--- src/rtl/dmem_arbiter.sv ---
`default_nettype none
// dmem_arbiter: round-robin arbiter sharing one single-ported data memory between
// two masters, with locked bursts capped at MAX_BURST beats under contention.
module dmem_arbiter #(
  parameter int MAX_BURST = 4
) (
  input  logic        clk,
  input  logic        rst,
  input  logic        p0_req,
  input  logic        p0_we,
  input  logic        p0_lock,
  input  logic [31:0] p0_addr,
  input  logic [31:0] p0_wdata,
  output logic        p0_gnt,
  output logic        p0_rvalid,
  output logic [31:0] p0_rdata,
  input  logic        p1_req,
  input  logic        p1_we,
  input  logic        p1_lock,
  input  logic [31:0] p1_addr,
  input  logic [31:0] p1_wdata,
  output logic        p1_gnt,
  output logic        p1_rvalid,
  output logic [31:0] p1_rdata,
  output logic        mem_read,
  output logic        mem_write,
  output logic [31:0] mem_addr,
  output logic [31:0] mem_wdata,
  input  logic [31:0] mem_rdata
);

  localparam logic [3:0] BURST_CAP = 4'(MAX_BURST);

  logic        last, owner_valid, owner, rpend, rsel;
  logic [3:0]  burst_cnt;
  logic        owner_valid_nxt, owner_nxt;
  logic [3:0]  burst_cnt_nxt;
  logic        gnt_any, gsel, capped, contended, sel_we, rd_gnt;
  logic [1:0]  req, lock;
  logic [31:0] sel_addr, sel_wdata;

  assign req  = {p1_req, p0_req};
  assign lock = {p1_lock, p0_lock};

  always_comb begin
    gnt_any = 1'b0;
    gsel    = 1'b0;
    capped  = 1'b0;
    if (owner_valid && req[owner]) begin
      gnt_any = 1'b1;
      // A locked owner that has used up its burst yields one beat; an owner
      // dropping lock on that beat keeps it and releases afterwards.
      if (req[~owner] && lock[owner] && burst_cnt == BURST_CAP) begin
        gsel   = ~owner;
        capped = 1'b1;
      end else begin
        gsel = owner;
      end
    end else if (req == 2'b11) begin
      gnt_any = 1'b1;
      gsel    = ~last;
    end else if (req != 2'b00) begin
      gnt_any = 1'b1;
      gsel    = req[1];
    end
  end

  assign contended = req[~gsel];
  assign sel_we    = gsel ? p1_we    : p0_we;
  assign sel_addr  = gsel ? p1_addr  : p0_addr;
  assign sel_wdata = gsel ? p1_wdata : p0_wdata;
  assign rd_gnt    = gnt_any & ~sel_we;

  assign p0_gnt    = gnt_any & ~gsel;
  assign p1_gnt    = gnt_any & gsel;
  assign mem_read  = rd_gnt;
  assign mem_write = gnt_any & sel_we;
  assign mem_addr  = gnt_any ? (sel_addr & ~32'h3) : 32'h0;
  assign mem_wdata = gnt_any ? sel_wdata : 32'h0;

  always_comb begin
    owner_valid_nxt = owner_valid;
    owner_nxt       = owner;
    burst_cnt_nxt   = burst_cnt;
    if (gnt_any) begin
      if (capped) begin
        owner_valid_nxt = 1'b0;
        burst_cnt_nxt   = 4'd0;
      end else if (lock[gsel]) begin
        owner_valid_nxt = 1'b1;
        owner_nxt       = gsel;
        if (owner_valid && owner == gsel) begin
          if (contended && burst_cnt < BURST_CAP) burst_cnt_nxt = burst_cnt + 4'd1;
        end else begin
          burst_cnt_nxt = contended ? 4'd1 : 4'd0;
        end
      end else begin
        owner_valid_nxt = 1'b0;
        burst_cnt_nxt   = 4'd0;
      end
    end
  end

  always_ff @(posedge clk or negedge rst) begin
    if (!rst) begin
      last        <= 1'b1;
      owner_valid <= 1'b0;
      owner       <= 1'b0;
      burst_cnt   <= 4'd0;
      rpend       <= 1'b0;
      rsel        <= 1'b0;
      p0_rdata    <= 32'h0;
      p1_rdata    <= 32'h0;
    end else begin
      owner_valid <= owner_valid_nxt;
      owner       <= owner_nxt;
      burst_cnt   <= burst_cnt_nxt;
      rpend       <= rd_gnt;
      rsel        <= gsel;
      if (gnt_any) last <= gsel;
      if (rd_gnt && !gsel) p0_rdata <= mem_rdata;
      if (rd_gnt && gsel)  p1_rdata <= mem_rdata;
    end
  end

  assign p0_rvalid = rpend & ~rsel;
  assign p1_rvalid = rpend & rsel;

endmodule
`default_nettype wire

--- config.mk ---
export PLATFORM = sky130hd
export DESIGN_NAME = dmem_arbiter
export DESIGN_NICKNAME = d
export VERILOG_FILES = /design/src/rtl/dmem_arbiter.sv
export SDC_FILE = /design/constraint.sdc
export NUM_CORES = 1
export LEC_CHECK = 0
export CAP_MARGIN = 20
export CORE_AREA = 2 2 118 120
export DETAILED_ROUTE_END_ITERATION = 10
export DIE_AREA = 0 0 120 122
export GPL_TIMING_DRIVEN = 0
export PLACE_DENSITY = 0.71
export SLEW_MARGIN = 20
export SYNTH_ARGS = -nofsm -noshare
export SYNTH_HDL_FRONTEND = slang
export SYNTH_SLANG_ARGS = --single-unit
--- constraint.sdc ---
create_clock -name clk -period 4.7 [get_ports clk]
set_input_delay 0.94 -clock clk [delete_from_list [all_inputs] [get_ports clk]]
set_output_delay 0.94 -clock clk [all_outputs]
set_load 0.1 [all_outputs]
==> out/results.ini <==
[route]
wl_mm=15.6
vias=4261
dr.pass1.iters=4
drt_iter0_drc=209
wl_per_cell_um=17.1
vias_per_cell=4.66
drc=0
ant_nets=0

[timing]
drv_slew=0
worst_pin_slew_ps=1020
fin_crit_sh_pct=96.3
grt_setup_unrepaired=false
skew_ps=10.2
relSlewSlack_pct=31.6
hold_violations=0
fmax_ghz=0.221
min_period_ps=4530
setup_viol=0

[die]
row_count=43
dieArea_um2=14600
die_height_um=122
die_w_um=120
ios=302
initial_core_util_pct=29.9
core_um2=13500

[logic_synthesis]
avgSynthCellArea_um2=9.52
synthXorXnorAreaFrac_pct=0
async_reset_ff_share_pct=100
syn_inst=424
muxShareOfSynthArea_pct=21.1
synth-edff-count=0
synth_ff_type=dfrtp_1
synth-simple-area-share_pct=16.0
synthAdderAreaFrac_pct=0.620
synth_compound_area_share_pct=11.7
synth_top_family_by_area=multiplexers
syn_area_um2=4040
synth_warnings=0
ys_ff_latch=73
yosysSeqAreaShare_pct=45.3
synth.distinct_cells=39

[cts]
clock_latency_ps=330
clock-root-buffer=clkbuf_16
path_clk_slew_ps=70
clk_path_buf_depth=2
h-tree-depth=3
cts_tree=done
post_cts.repair.setup_buffers=0
numCtsBuffers=9
clock_sinks=73
postCtsHoldBufs=0

[critical_path]
path_cells=clkdlybuf4s50_1, clkbuf_1, inv_1, nand2_1, clkbuf_1, nand2_1, o21ai_1, clkdlybuf4s15_2
cp_max_fo=11
cp.arrival_ps=3590
slowest_delay_ps=570
slowest_stage=clkdlybuf4s15_2
r2r_end=p1_rdata[4]
ff2ff_path_depth=10
start_kind=primary input
cp.required_ps=3760
path_class=in2out
critPathCaptureType=output pin
timing.rr.start=burst_cnt[0]
ff2ff_setup_slack_ps=1880

[finish]
multi_input_area_um2=2000
drive_gt1_share_pct=23.1
layout.area.seq_um2=1830
layout.nets=900
area_growth_pct=83.3
fin_util_pct=54.8
n_antenna_cell=0
final_cells=915
fillCellCount=1220

[placement]
gp_congestion=0.902
dpl.hpwl_mm=12.7
io_buffers=294
place_inst=900

[run_status]
status=complete, no violations

[global_route]
track_usage_pct=20.5
antenna_found_initial=0
grt_pass1_wl_mm=23.4
overflow=0
grt_max_degree=60
grt_pass1_vias=4497

[run]
maxCapViolations=0

[min_path]
hold_path_class=in2async

## routing by layer
metal  global-route usage, %  share of wire, %  vias to the layer above
li1                        -                 -                     2039
met1                    23.8                39                     2012
met2                    36.5                51                      189
met3                    5.38               7.4                       21
met4                    7.43               2.2                        0
met5                       0                 0                        -
## how the worst max path moves through the flow
stage	cells after the start	endpoint	from	slack (ps)
floorplan	8	mem_wdata[25]	p0_req	-430
global placement	10	mem_wdata[19]	p0_lock	-730
detailed placement	10	mem_wdata[19]	p0_lock	-720
CTS	9	mem_wdata[23]	p1_req	4
global route	9	mem_addr[2]	p0_lock	0.7
finish	8	mem_addr[6]	p1_req	170
## cells by family after synthesis
| kind of cell | count (synthesis) |
|---|---|
| flip-flops | 73 |
| other | 1 |
| multiplexers | 66 |
| AO/OA/AOI/OAI | 84 |
| buffers and inverters | 41 |
| AND/OR/NAND/NOR | 157 |
| adder cells (fa/ha/maj) | 2 |
## cell usage in the layout (no fill, tap or decap), types with 7 or more instances in the layout
| master | instances |
|---|---|
| o21ai_1 | 40 |
| mux2_2 | 36 |
| mux2_4 | 29 |
| clkdlybuf4s50_1 | 228 |
| clkbuf_16 | 9 |
| clkbuf_1 | 13 |
| nand2_1 | 136 |
| o21ai_0 | 26 |
| buf_4 | 10 |
| nor2_1 | 7 |
| clkdlybuf4s15_2 | 21 |
| dfrtp_1 | 72 |
| clkbuf_4 | 12 |
| buf_2 | 31 |
## state kept, by name, indices dropped and copies added (netlist names)
| name | count |
|---|---|
| last | 1 |
| rsel | 1 |
| owner_valid | 1 |
| p0_rdata | 32 |
| rpend | 1 |
| p1_rdata | 32 |
| burst_cnt | 4 |
| owner | 1 |
## cell type report
cell class                      count  share of cell area [%]
Inverter                            6                   0.304
Timing Repair Buffer              295                    38.5
Buffer                             34                    2.60
Multi-Input combinational cell    311                    27.0
Clock inverter                      7                   0.811
Sequential cell                    73                    24.7
Clock buffer                        9                    3.04
Tap cell                          180                    3.04
## synthesized netlist by cell type (all sizes together) (2+ instances only)
| cell | count | share of area, % |
|---|---|---|
| a21o | 2 | 0.37 |
| a21oi | 5 | 0.62 |
| a311o | 2 | 0.50 |
| buf | 19 | 3.3 |
| clkbuf | 16 | 1.5 |
| dfrtp | 72 | 45 |
| ha | 2 | 0.62 |
| inv | 6 | 0.56 |
| mux2 | 65 | 21 |
| nand2 | 136 | 13 |
| nor2 | 7 | 0.65 |
| nor2b | 4 | 0.62 |
| o21ai | 66 | 8.2 |
## what timing repair did
item,CTS,global route
setup endpoints to repair,65,63
hold endpoints to repair,0,0
resized for setup,253,69
## metrics by stage
step                      setup WS (ps)  hold slack, ps  cell area [µm²]  TNS (ps)
final                               174             459             7400         0
after global routing              0.655             462             7400         0
after CTS                          3.97             455             7500         0
after detailed placement           -722             492             7230    -34760
after global placement             -730             488             7210    -35500
after floorplan                    -429             497             4040     -9820
## critical path, delay by kind of cell
kind	cells	cell delay [ps]
AND/OR/NAND/NOR	2	490
buffers and inverters	5	1990
AO/OA/AOI/OAI	1	150
Power is not shown: default switching activity piles up to over one toggle a cycle in this logic, so the estimate is an artifact.
